File: config.mk
export PLATFORM = sky130hd
export DESIGN_NAME = prbs7_chk_32b
export DESIGN_NICKNAME = d
export VERILOG_FILES = /design/src/rtl/prbs7_chk_pkg.sv /design/src/rtl/prbs7_chk_popcnt32.sv /design/src/rtl/prbs7_chk_32b.sv
export SDC_FILE = /design/constraint.sdc
export NUM_CORES = 1
export LEC_CHECK = 0
export BUFFER_PORTS_ARGS = -buffer_cell sky130_fd_sc_hd__buf_4
export CAP_MARGIN = 20
export CORE_MARGIN = 4
export CORE_UTILIZATION = 30
export CTS_CLUSTER_SIZE = 12
export DETAILED_ROUTE_END_ITERATION = 10
export MAX_ROUTING_LAYER = met4
export PLACE_DENSITY = 0.56
export SETUP_SLACK_MARGIN = 0.02
export SYNTH_ARGS = -nofsm -noshare
export SYNTH_HDL_FRONTEND = slang
export SYNTH_SLANG_ARGS = --single-unit
File: constraint.sdc
create_clock -name CLK -period 6.4 [get_ports CLK]
set_input_delay 0.64 -clock CLK [delete_from_list [all_inputs] [get_ports CLK]]
set_output_delay 0.64 -clock CLK [all_outputs]
set_load 0.05 [all_outputs]
File: src/rtl/prbs7_chk_pkg.sv
// Shared types and constants for the 32-bit PRBS7 receive checker.
package prbs7_chk_pkg;

    localparam int WORD_W    = 32;
    localparam int PRBS7_LEN = 7;
    localparam int TAP_A     = 6;
    localparam int TAP_B     = 7;
    localparam int POP_W     = 6;

    typedef enum logic {
        ST_UNLOCKED = 1'b0,
        ST_LOCKED   = 1'b1
    } state_t;

    // Per-bit recurrence violation for one word, given the last PRBS7_LEN bits of
    // the previous word. Bit 31 is the oldest bit, so older bits sit at higher indices.
    function automatic logic [WORD_W-1:0] prbs7_mismatch(
        input logic [PRBS7_LEN-1:0] hist,
        input logic [WORD_W-1:0]    data
    );
        logic [WORD_W+PRBS7_LEN-1:0] x;
        logic [WORD_W-1:0]           m;
        x = {hist, data};
        m = '0;
        for (int unsigned i = 0; i < WORD_W; i++) begin
            m[i] = x[i] ^ x[i+TAP_A] ^ x[i+TAP_B];
        end
        return m;
    endfunction

endpackage

File: src/rtl/prbs7_chk_popcnt32.sv
// Combinational population count of a 32-bit word (result 0..32).
module prbs7_chk_popcnt32
    import prbs7_chk_pkg::*;
(
    input  logic [WORD_W-1:0] i_data,
    output logic [POP_W-1:0]  o_count
);

    // Ripple sum of set bits.
    always_comb begin
        o_count = '0;
        for (int unsigned i = 0; i < WORD_W; i++) begin
            o_count = o_count + POP_W'(i_data[i]);
        end
    end

endmodule

File: src/rtl/prbs7_chk_32b.sv
// Self-synchronising 32-bit PRBS7 checker with lock FSM and saturating BER counters.
// Optional macro PRBS7_CHK_ERRVEC_EN adds the errVec[31:0] output (mismatch vector of
// the last checked word).
module prbs7_chk_32b
    import prbs7_chk_pkg::*;
#(
    parameter int LOCK_WORDS   = 8,
    parameter int UNLOCK_WORDS = 4,
    parameter int CNT_W        = 16
) (
    input  logic             CLK,
    input  logic             RSTn,
    input  logic [31:0]      dataIn,
    input  logic             dataInValid,
    input  logic             clrErr,
    output logic             locked,
    output logic             errFlag,
    output logic [CNT_W-1:0] errCnt,
    output logic [CNT_W-1:0] wordCnt
`ifdef PRBS7_CHK_ERRVEC_EN
    ,
    output logic [31:0]      errVec
`endif
);

    localparam int GS_W  = $clog2(LOCK_WORDS + 1);
    localparam int BS_W  = $clog2(UNLOCK_WORDS + 1);
    localparam int SUM_W = ((CNT_W > POP_W) ? CNT_W : POP_W) + 1;

    // Stage 1: sampled word analysis
    logic [PRBS7_LEN-1:0] r_hist;
    logic                 r_histValid;
    logic                 r_chk;
    logic                 r_bad;
    logic [POP_W-1:0]     r_pop;

    logic [WORD_W-1:0]    w_m;
    logic                 w_zero;
    logic [POP_W-1:0]     w_pop;

    // Stage 2: FSM and counters
    state_t               r_state,   w_state_nxt;
    logic [GS_W-1:0]      r_gs,      w_gs_nxt;
    logic [BS_W-1:0]      r_bs,      w_bs_nxt;
    logic [CNT_W-1:0]     r_errCnt,  w_err_nxt;
    logic [CNT_W-1:0]     r_wordCnt, w_word_nxt;
    logic                 r_flag,    w_flag_nxt;

    logic [SUM_W-1:0]     w_err_sum;
    logic [CNT_W-1:0]     w_err_sat;
    logic [CNT_W-1:0]     w_word_sat;

    assign w_m    = prbs7_mismatch(r_hist, dataIn);
    assign w_zero = (dataIn == '0);

    prbs7_chk_popcnt32 u_popcnt (
        .i_data  (w_m),
        .o_count (w_pop)
    );

    // Capture history and per-word verdict; the first word after reset only seeds history.
    always_ff @(posedge CLK or negedge RSTn) begin
        if (!RSTn) begin
            r_hist      <= '0;
            r_histValid <= 1'b0;
            r_chk       <= 1'b0;
            r_bad       <= 1'b0;
            r_pop       <= '0;
        end else begin
            r_chk <= dataInValid & r_histValid;
            if (dataInValid) begin
                r_hist      <= dataIn[PRBS7_LEN-1:0];
                r_histValid <= 1'b1;
                r_bad       <= (w_m != '0) | w_zero;
                // A zero word is charged a full word of errors regardless of m.
                r_pop       <= w_zero ? POP_W'(WORD_W) : w_pop;
            end
        end
    end

    assign w_err_sum  = SUM_W'(r_errCnt) + SUM_W'(r_pop);
    assign w_err_sat  = (w_err_sum > SUM_W'({CNT_W{1'b1}})) ? '1 : w_err_sum[CNT_W-1:0];
    assign w_word_sat = (r_wordCnt == '1) ? r_wordCnt : r_wordCnt + 1'b1;

    // Lock FSM next state, streak tracking and saturating counter updates.
    always_comb begin
        w_state_nxt = r_state;
        w_gs_nxt    = r_gs;
        w_bs_nxt    = r_bs;
        w_err_nxt   = r_errCnt;
        w_word_nxt  = r_wordCnt;
        w_flag_nxt  = r_chk & r_bad;
        if (r_chk) begin
            case (r_state)
                ST_UNLOCKED: begin
                    if (r_bad) begin
                        w_gs_nxt = '0;
                    end else if (r_gs == GS_W'(LOCK_WORDS - 1)) begin
                        w_state_nxt = ST_LOCKED;
                        w_gs_nxt    = '0;
                        w_bs_nxt    = '0;
                        w_err_nxt   = '0;
                        w_word_nxt  = '0;
                    end else begin
                        w_gs_nxt = r_gs + 1'b1;
                    end
                end
                ST_LOCKED: begin
                    w_word_nxt = w_word_sat;
                    w_err_nxt  = w_err_sat;
                    if (!r_bad) begin
                        w_bs_nxt = '0;
                    end else if (r_bs == BS_W'(UNLOCK_WORDS - 1)) begin
                        w_state_nxt = ST_UNLOCKED;
                        w_gs_nxt    = '0;
                        w_bs_nxt    = '0;
                    end else begin
                        w_bs_nxt = r_bs + 1'b1;
                    end
                end
                default: w_state_nxt = ST_UNLOCKED;
            endcase
        end
        if (clrErr) begin
            w_err_nxt  = '0;
            w_word_nxt = '0;
        end
    end

    // FSM state, streaks, counters and error pulse registers.
    always_ff @(posedge CLK or negedge RSTn) begin
        if (!RSTn) begin
            r_state   <= ST_UNLOCKED;
            r_gs      <= '0;
            r_bs      <= '0;
            r_errCnt  <= '0;
            r_wordCnt <= '0;
            r_flag    <= 1'b0;
        end else begin
            r_state   <= w_state_nxt;
            r_gs      <= w_gs_nxt;
            r_bs      <= w_bs_nxt;
            r_errCnt  <= w_err_nxt;
            r_wordCnt <= w_word_nxt;
            r_flag    <= w_flag_nxt;
        end
    end

    assign locked  = (r_state == ST_LOCKED);
    assign errFlag = r_flag;
    assign errCnt  = r_errCnt;
    assign wordCnt = r_wordCnt;

`ifdef PRBS7_CHK_ERRVEC_EN
    logic [WORD_W-1:0] r_m;
    logic [WORD_W-1:0] r_errVec;

    // Mismatch vector follows the same two-stage timing as errFlag and holds between words.
    always_ff @(posedge CLK or negedge RSTn) begin
        if (!RSTn) begin
            r_m      <= '0;
            r_errVec <= '0;
        end else begin
            if (dataInValid) begin
                r_m <= w_m;
            end
            if (r_chk) begin
                r_errVec <= r_m;
            end
        end
    end

    assign errVec = r_errVec;
`endif

endmodule

### After elaboration in Yosys (flattened, before gate mapping)

Cells that the tools add are included.

* bits in registers: 57
* bits of input ports: 36
* output and inout port bits: 34
* word-level logic and storage cells: 158

* add/sub/neg operators: 35
* $lt $le $gt $ge: 1
* equal/unequal tests: 10
* mux-type cells: 26
* bitwise operators: 68
* reductions and logical operators: 7

Operators with widths (number)
* 6-bit by 1-bit adder with 6-bit output: 30
* 16-bit 2-to-1 mux: 8
* 16-bit one-hot mux with 2 select lines: 2
* 1-bit bitwise XOR: 64
* 32-bit logical NOT: 1
* 32-bit nonzero test: 1
* 16-bit by 6-bit adder with 17-bit output: 1
* 17-bit by 16-bit > comparator with 1-bit output, second input constant: 1
* 16-bit by 1-bit adder with 16-bit output, second input constant: 1
* 16-bit == test, second input constant: 1
* 4-bit 2-to-1 mux: 4
* 3-bit 2-to-1 mux: 4
* 3-bit != test, second input constant: 3
* 3-bit AND reduction: 3
* 4-bit one-hot mux with 2 select lines: 1
* 6-bit 2-to-1 mux: 1
* 2-bit != test, second input constant: 3
* 3-bit one-hot mux with 2 select lines: 1
* 4-bit by 1-bit adder with 4-bit output, second input constant: 1
* 4-bit by 3-bit == test with 1-bit output, second input constant: 1
* 1-bit 2-to-1 mux: 4
* 4-bit AND reduction: 1
* 3-bit by 1-bit adder with 3-bit output, second input constant: 1
* 3-bit by 2-bit == test with 1-bit output, second input constant: 1
* 7 further kinds: 8

### Longest topological paths before layout

Gate-level depths: netlist (run 1).

* depth in word-level cells: 34
* mapped depth: 19
* mapped depth without buffers: 19

### Cells and area by module

A second synthesis (run 1) with hierarchy kept.

* cell total of the unflattened synthesis: 458
* area, all modules: 4356.7 um2

By module, submodules not included
* prbs7_chk_32b: times used 1, cells each 385, area an instance 3598.5 um2, sequential area each 1426.4 um2
* prbs7_chk_popcnt32: times used 1, cells each 73, area an instance 758.2 um2, sequential area each 0.0 um2

### Worst setup path after synthesis (run 1)

Ideal clock, no wire load.

* kind: input to register
* from: input dataIn[6]
* to: register r_pop[4]
* library setup time: 144 ps
* data arrival time: 5618 ps
* required time: 6256 ps
* path slack: 637 ps
* cell stages on the path: 17
* path buffers: 0
* cells stage by stage: xnor2_1 xnor2_1 ha_1 fa_1 fa_1 fa_1 fa_1 inv_1 fa_1 fa_1 fa_1 fa_1 inv_1 a21o_1 a21oi_1 xor2_1 o22ai_1

* longest elaborated chain between the ends: 34
* elaborated cells on any way between the ends: 37
* those cells by class: 31 x add/sub; 1 x mux; 4 x bitwise; 1 x reduce/logical

RTL lines
* from (decl): RTL line prbs7_chk_32b.sv:13 `input logic [31:0] dataIn,`
* 1-bit bitwise XOR (2 in a row): RTL line prbs7_chk_pkg.sv:26 `m[i] = x[i] ^ x[i+TAP_A] ^ x[i+TAP_B];`
* 1-bit by 1-bit adder with 2-bit output: RTL line prbs7_chk_popcnt32.sv:13 `o_count = o_count + POP_W'(i_data[i]);`
* 6-bit by 1-bit adder with 6-bit output (30 in a row): RTL line prbs7_chk_popcnt32.sv:13
* 6-bit 2-to-1 mux (*): RTL line prbs7_chk_32b.sv:76 `r_pop <= w_zero ? POP_W'(WORD_W) : w_pop;`
* to (signal assigned): RTL line prbs7_chk_32b.sv:76
* to (decl): RTL line prbs7_chk_32b.sv:35 `logic [POP_W-1:0] r_pop;`

Every way passes the cells marked *; elsewhere a longest branch is shown, timed or not.
A chain may end at the register's enable or synchronous reset.

### Worst setup path in the final report (run 1)

Ends and elaborated chain as after synthesis.

==> results summary, run 1 <==
The worst slack on hold paths came out at 0.366 ns. Of the post-synthesis cell area, the dominant cell type holds 0.326. The cell area that synthesis handed to floorplanning was 0.00437 mm2.

The share of layout cells above drive strength 1 came out at 0.193. The layout net count came out at 598. Counting flops and latches in the post-synthesis netlist gives 57. The number of gates resized after CTS came out at 0.

Synthesis produced a netlist whose cell count is 447. The aggregate global routing overflow is 0. The sequential area share after synthesis is 0.326. The master of the slowest instance on the critical path is fa_1. The detailed router's first-iteration violation count came out at 192. Wires add up to 10800 um. The weighted congestion at the end of routability-driven global placement is 0.859.

The top-level I/O count is 70. Yosys printed 0 warnings. The vertical die dimension is 129 um.

The setup skew after layout came out at 0.00941 ns. The setup TNS came out at 0 ns. Sorting the synthesized cells by area gives the leading types as dfrtp_1 33%, fa_1 11%, xnor2_1 9.0%.

The highest fanout seen on the critical path came out at 4. The synthesis-to-finish area growth is 22.5%. The maximum operating frequency came out at 0.172 GHz.

The portion of total power attributed to sequential cells is 0.139. For this design, the CTS-stage hold fixing added 0 buffers. In this run, synthesis inferred 0 flip-flops with an integrated enable. The initial antenna violation count is 0. The worst setup path is captured at a flop. The via count of the first global-routing pass is 3710. The number of placed instances with taps included is 688. Of the total power, the share spent switching nets is 0.434. Clock-pin slew was measured on the worst setup and hold paths at 0.06 ns.

The number of diodes added for antenna fixing came out at 0. The critical path is of the input port to flop type. The portion of the clock cycle consumed by the worst path in the final layout came out at 0.910. The number of endpoints with negative hold slack in the final report came to 0. The post-CTS setup repair buffer count is 0. The number of buffers on the longest clock path came out at 2. The post-detailed-route DRC marker count is 0. The clock sink count is 57. The number of input and output port buffers inserted is 69. The power density relative to cell area is 570 mW/mm2. The post-route minimum period came out at 5.83 ns.

Setup repair after global routing left no endpoint under its margin. The arrival time reported for the critical path endpoint is 6.00 ns. The TritonCTS clock tree is yes. The number of nets in the synthesized netlist came out at 526. The maximum VDD drop is 0.473 mV. The die footprint came out at 0.0166 mm2.

The first-pass iteration count of the detailed router is 4. The number of clock buffers inserted by TritonCTS is 9. The clock insertion delay at the later pin of the skew report is 0.33 ns. The final-report max-slew violation count came out at 0. In this run the static leakage power is 2.44 nW. The total via count in the routed design came out at 3541. The internal power component came out at 1.73 mW.

The peak per-stage delay on the critical path came out at 0.55 ns. The portion of total power attributed to the clock network is 0.152. After routing the design area is 0.00536 mm2.

The leading cell type in the layout, fill and taps excluded is buf_4. The utilization after layout is 0.380. The fraction of power consumed by combinational cells came out at 0.708. For the worst setup path, the data required time is 6.57 ns. The most frequent cell on the critical path is fa_1. The analysis attributes to net switching a power of 1.33 mW.

The per-instance average area after synthesis came out at 9.79 um2. Once placement finished, the instance area stood at 0.00507 mm2. The relative slew slack is 0.399. The half-perimeter wire length after detailed placement is 8650 um. The row count is 43. The number of distinct library cells after synthesis is 50. The post-detailed-route wirelength per cell is 15.3 um. The post-route non-filler standard cell count is 704. Setup violations remaining at the end of the flow were counted as 0.

The slew at the pin closest to its max-slew limit is 0.898 ns. The ratio of routed vias to standard cells is 5.03. Counting flops with an async set or reset pin after synthesis yields a share of 1.00. The total of max-cap violations came out at 0. Among all flip-flop cells after synthesis, the most frequent one is dfrtp_1. In this run the remaining antenna-violating nets after routing total 0. The library cells used most frequently in the layout, excluding fill and tap cells, are 69 x buf_4, 57 x dfrtp_1, 45 x xnor2_1, 42 x nand2_1, 33 x inv_1. The path class of the tightest hold or removal check is input port to asynchronous set/reset pin. The combined global-route utilization of all metal layers came out at 0.141. Of all cell types, the one taking the most synthesized area is dfrtp_1.

The root buffer selected by CTS is clkbuf_16. Entering global routing, the biggest net connects 58 pins. The CTS H-tree depth is 3. The first-pass GRT wire length is 18300 um. The run finished with clean final reports. The worst setup path is launched from an input port. The overall die width came out at 129 um. The effective utilization at floorplan came out at 0.310. The core area is 0.0141 mm2. Traced cell by cell, the critical path runs through buf_4, xnor2_1, xnor2_1, ha_1, fa_1, fa_1, fa_1, fa_1, inv_1, fa_1, fa_1, fa_1, fa_1, inv_1, a21o_1, a21oi_1, xor2_1, o22ai_1. The fill cell total of the finished layout came out at 1434.
-- worst max-delay path: cells and delay by family --
family	cells	cell delay, ns
compound gates	3	0.27
xor+xnor	3	0.51
fa+ha+maj	9	4.27
buf+inv	3	0.28
-- stage by stage --
| stage | setup WS (ns) | total power, mW |
|---|---|---|
| 3_3_place_gp | 0.368 | 2.52 |
| 6_report | 0.574 | 3.05 |
| 4_1_cts | 0.576 | 3.11 |
| 2_1_floorplan | 0.637 | 2.15 |
| 5_1_grt | 0.346 | 3.48 |
| 3_5_place_dp | 0.218 | 2.63 |
-- final timing paths --
check                                  from     endpoint  slack [ns]  cells after the start
worst max-delay path              dataIn[6]     r_pop[4]        0.57                     18
worst min-delay path                   RSTn   wordCnt[3]        0.37                      1
worst max register to register    r_hist[1]     r_pop[4]        0.82                     18
worst min register to register  r_histValid  r_histValid        0.48                      1
max in group asynchronous              RSTn        r_bad        5.52                      1
min in group CLK                r_histValid  r_histValid        0.48                      1
-- registers in the layout, indices dropped and copies added, names as in the netlist --
register,cells
locked,1
r_chk,1
r_histValid,1
wordCnt,16
r_hist,7
errCnt,16
r_gs,4
r_bs,3
errFlag,1
r_bad,1
r_pop,6
-- per-layer routing --
layer	track usage	up-vias	routed length [um]
met5	-	-	0
met4	0.0544	0	229
met3	0.0203	20	480
met2	0.225	99	5070
met1	0.181	1712	5010
li1	-	1710	-
-- area by class of cell --
| class | instances | area, um2 | share of cell area |
|---|---|---|---|
| clock buffer | 11 | 233 | 0.0434 |
| clock inverter | 5 | 56.3 | 0.0105 |
| inverter | 33 | 124 | 0.0231 |
| multi-input combinational | 349 | 2770 | 0.518 |
| sequential | 57 | 1430 | 0.266 |
| tap | 180 | 225 | 0.0420 |
| timing repair buffer | 69 | 518 | 0.0967 |
-- Yosys cell counts, drive strengths merged, types with 2 or more instances --
cell and number:
o31ai 2, xor2 28, nor4 12, or4 2, xnor3 2, inv 33, a21o 6, o21ai 22
o22ai 5, and3 7, o211ai 5, a21oi 12, fa 25, a31oi 4, a41oi 3, and2 7
buf 5, nand2 42, o21a 2, o311ai 4, nand3 20, clkbuf 3, mux2 7, nand4 7
o21bai 3, xnor2 45, a22oi 6, ha 18, or2 3, dfrtp 57, nand3b 4, nor2 20
nor3 13, nor2b 6
-- power groups by stage --
stage | logic [mW] | clock network (mW) | registers [mW]
global placement | 2.09 | 0 | 0.431
CTS | 2.21 | 0.480 | 0.425
floorplan | 1.72 | 0 | 0.425
finish | 2.16 | 0.465 | 0.425
global route | 2.56 | 0.495 | 0.428
detailed placement | 2.20 | 0 | 0.432
-- cell families after synthesis --
| group | after synthesis | share of synthesized area |
|---|---|---|
| AND/OR/NAND/NOR | 146 | 0.174 |
| AO/OA/AOI/OAI | 78 | 0.119 |
| XOR/XNOR | 75 | 0.156 |
| flip-flops | 57 | 0.326 |
| adder cells (fa/ha/maj) | 43 | 0.166 |
| buffers and inverters | 41 | 0.0398 |
| multiplexers | 7 | 0.0180 |
Note: power is estimated with default switching activity, not from simulation.
==> run 2: changes to the inputs <==
--- a/config.mk
+++ b/config.mk
@@ -7,6 +7,7 @@
 export LEC_CHECK = 0
 export BUFFER_PORTS_ARGS = -buffer_cell sky130_fd_sc_hd__buf_4
 export CAP_MARGIN = 20
+export CORE_ASPECT_RATIO = 0.9
 export CORE_MARGIN = 4
 export CORE_UTILIZATION = 30
 export CTS_CLUSTER_SIZE = 12
@@ -16,4 +17,5 @@
 export SETUP_SLACK_MARGIN = 0.02
 export SYNTH_ARGS = -nofsm -noshare
 export SYNTH_HDL_FRONTEND = slang
+export SYNTH_HIERARCHICAL = 1
 export SYNTH_SLANG_ARGS = --single-unit
==> results summary, run 2 <==
The run finished with clean final reports. The final-report max-slew violation count is 0. Across the routed clock network, the largest skew measured is 0.00668 ns.

The number of placed instances with taps included is 709. In the layout the commonest cells are 74 x xnor2_1, 70 x buf_4, 57 x dfrtp_1, 49 x inv_1, 32 x nand2_1. The async set-or-reset flop fraction in the synthesized netlist is 1.00. The logic depth of the worst register-to-register path is 18. The most instantiated flip-flop cell in the synthesis netlist is dfrtp_1.

Along the worst path, the maximum fanout reaches 4. In this run the worst hold path is classified as input port to asynchronous set/reset pin. The portion of the clock cycle consumed by the worst path in the final layout is 0.828. Among all stages on the critical path, the largest delay is contributed by fa_1. The peak per-stage delay on the critical path came out at 0.54 ns.

The ratio of routed vias to standard cells came out at 4.79. Power spread over the standard cell area amounts to 663 mW/mm2. Synthesis inferred 57 register bits. The relative slew slack came out at 0.417.

The via count of the first global-routing pass came out at 3623. The first-pass iteration count of the detailed router is 4. The largest family of logic cells by synthesized area is simple AND/OR/NAND/NOR gates. The residual antenna-violating net count after detailed routing came out at 0. Post-CTS repair changed the size of 0 cells.

The number of enable flip-flop cells after synthesis is 0. The worst setup path is captured at a flop. Setup repair after global routing left no endpoint under its margin. The top-level I/O count came out at 70. The portion of netlist area occupied by mux cells is 0.0204. The post-CTS setup repair buffer count is 0. The most frequent cell on the critical path is fa_1.

The first-pass GRT wire length is 17900 um. Summing over every cut layer, the via total after detailed routing is 3476. The synthesized netlist occupies a cell area of 0.00436 mm2. The static leakage came out at 2.38 nW. The number of clock buffers inserted by TritonCTS is 9. The aggregate routed wire length came out at 10700 um. For this configuration, the core starts out at a cell density of 0.309. The initial antenna violation count is 0. The total of max-cap violations came out at 0.

At the pin with the least slew margin, the transition time is 0.874 ns. The setup TNS is 0 ns. The portion of total power attributed to the clock network is 0.133. The worst register-to-register path begins at r_hist[0]. The post-synthesis xor/xnor area fraction came out at 0.161. During synthesis, Yosys emitted a total of 6 warnings. The internal power component is 1.91 mW. The fraction of power consumed by combinational cells came out at 0.731. Counting every net in the synthesized netlist gives 535. STA classifies the critical path startpoint as an input port.

The number of setup violations in the final report is 0. The layout net count is 605. By count the netlist is led by 74 x xnor2_1, 57 x dfrtp_1, 49 x inv_1.

The switching portion of total power is 0.462. The number of buffers on the longest clock path came out at 2. The post-synthesis instance total is 458. The count of cells in the finished layout, fillers not included, comes to 726. The aggregate global routing overflow is 0. The synthesis-to-finish area growth came out at 23.1%. The vertical die dimension is 122 um. The largest total area in the synthesized netlist belongs to dfrtp_1. The detailed router's first-iteration violation count came out at 131.

The maximum VDD drop came out at 0.647 mV. The number of input and output port buffers inserted is 69. The combined global-route utilization of all metal layers came out at 0.140. Based on the critical path, the design can be clocked at up to 0.189 GHz. The half-perimeter wire length after detailed placement came out at 8550 um.

The CTS H-tree depth came out at 3. The endpoint identified for the worst register-to-register timing path is r_pop[4]. The share of the synthesized area in the top cell type came out at 0.327. The cts-stage hold buffer count came out at 0. The critical path's top delay family is adder cells. The clock-pin slew on the worst setup and hold paths came out at 0.05 ns. The leading cell type in the layout, fill and taps excluded is xnor2_1. Of the total synthesized cell area, the portion taken by AND, OR, NAND and NOR gates is 0.163. The portion of total power attributed to sequential cells is 0.136. The utilization after layout came out at 0.380. The sequential area share after synthesis is 0.327. The number of buffers and inverters on the critical path is 7. The area fraction in compound gates after synthesis came out at 0.112. The total area inside the core boundary comes to 0.0141 mm2.

Setup slack on the worst reg-to-reg path comes out at 1.26 ns. The per-instance average area after synthesis is 9.51 um2. The worst path needs 5.30 ns of the cycle, external delays included. Walking the worst path, the cells encountered are buf_4, xnor2_1, xnor2_1, inv_1, fa_1, inv_1, fa_1, fa_1, fa_1, fa_1, inv_1, fa_1, inv_1, ha_1, inv_1, fa_1, nand2b_1, a21oi_2, xor2_1, inv_1, o22ai_1. The die covers 0.0165 mm2. The worst path required time is 6.64 ns. The number of endpoints with negative hold slack in the final report is 0.

The most common cell in the synthesized netlist is xnor2_1. The share of layout cells above drive strength 1 is 0.195. The TritonCTS clock tree is yes. The type of the worst setup path is input port to flop. Of the total synthesized cell area, the portion taken by full adders, half adders and majority gates is 0.161. For the worst-skew pair, the clock arrives at the later sink with an insertion delay of 0.33 ns. The clock sink count is 57. The pin count of the biggest net entering global routing came out at 58. The floorplan has 41 rows.

The post-detailed-route DRC marker count is 0. Data on the critical path arrives at its endpoint at 5.54 ns. The weighted congestion at the end of routability-driven global placement came out at 0.861.

The post-detailed-route wirelength per cell is 14.7 um. The number of distinct library cells after synthesis came out at 57. Ranked by total cell area, the synthesized netlist is headed by dfrtp_1 33%, xnor2_1 15%, fa_1 11%.

The net switching power figure is 1.64 mW. 0 antenna diodes ended up in the layout. The overall die width is 135 um.

CTS placed an instance of clkbuf_16 at the clock tree root.
==> run 2: cell count changes in the layout (fill, tap and decap cells not counted), moves of 4 or more <==
| cell | delta |
|---|---|
| or3_1 | +4 |
| nor2_1 | +9 |
| nor4_1 | +4 |
| inv_1 | +16 |
| nor3_1 | -11 |
| and3_1 | -4 |
| xor2_1 | -22 |
| a22oi_1 | -5 |
| xnor2_1 | +29 |
| nand2_1 | -10 |
| o21ai_0 | +6 |
==> run 2: how the worst max path moves through the flow <==
stage	startpoint	endpoint	slack, ns	cells after the start
2_1_floorplan	dataIn[7]	r_pop[4]	1.12	20
5_1_grt	dataIn[6]	r_pop[4]	0.85	21
6_report	dataIn[7]	r_pop[4]	1.10	21
3_5_place_dp	dataIn[7]	r_pop[4]	0.74	21
4_1_cts	dataIn[7]	r_pop[4]	1.09	21
3_3_place_gp	dataIn[7]	r_pop[4]	0.87	21
==> run 2: metal layers <==
layer  up-vias  global-route usage  wire (um)
met4         0              0.0428        161
met5         -                   -          0
met2       112               0.212       4680
li1       1705                   -          -
met3        17              0.0357        591
met1      1642               0.186       5220
==> run 2: final cells by class <==
class	count	area, um2
multi-input cells	341	2690
flip-flops and latches	57	1430
inverters	49	184
clock buffers	11	243
repair buffers	70	526
fillers	1417	8740
clock inverters	5	55.1
well taps	193	241
==> run 2: power by group through the flow <==
stage	registers (mW)	logic (mW)	clock network (mW)
2_1_floorplan	0.554	2.05	0
3_3_place_gp	0.487	2.55	0
3_5_place_dp	0.489	2.66	0
4_1_cts	0.483	2.67	0.488
5_1_grt	0.489	3.05	0.508
6_report	0.482	2.60	0.473
==> run 2: cells by family after synthesis <==
kind of cell / after synthesis
simple gates: 135
xor+xnor: 80
compound gates: 77
buf+inv: 60
flops: 57
fa+ha+maj: 41
mux: 8
==> run 2: metrics by stage <==
stage	hold slack [ns]	setup slack [ns]	total power, mW	instance area, um2
2_1_floorplan	0.344	1.12	2.60	4360
3_3_place_gp	0.444	0.866	3.04	5060
3_5_place_dp	0.450	0.741	3.15	5060
4_1_cts	0.391	1.09	3.64	5360
5_1_grt	0.427	0.847	4.05	5360
6_report	0.370	1.10	3.56	5360
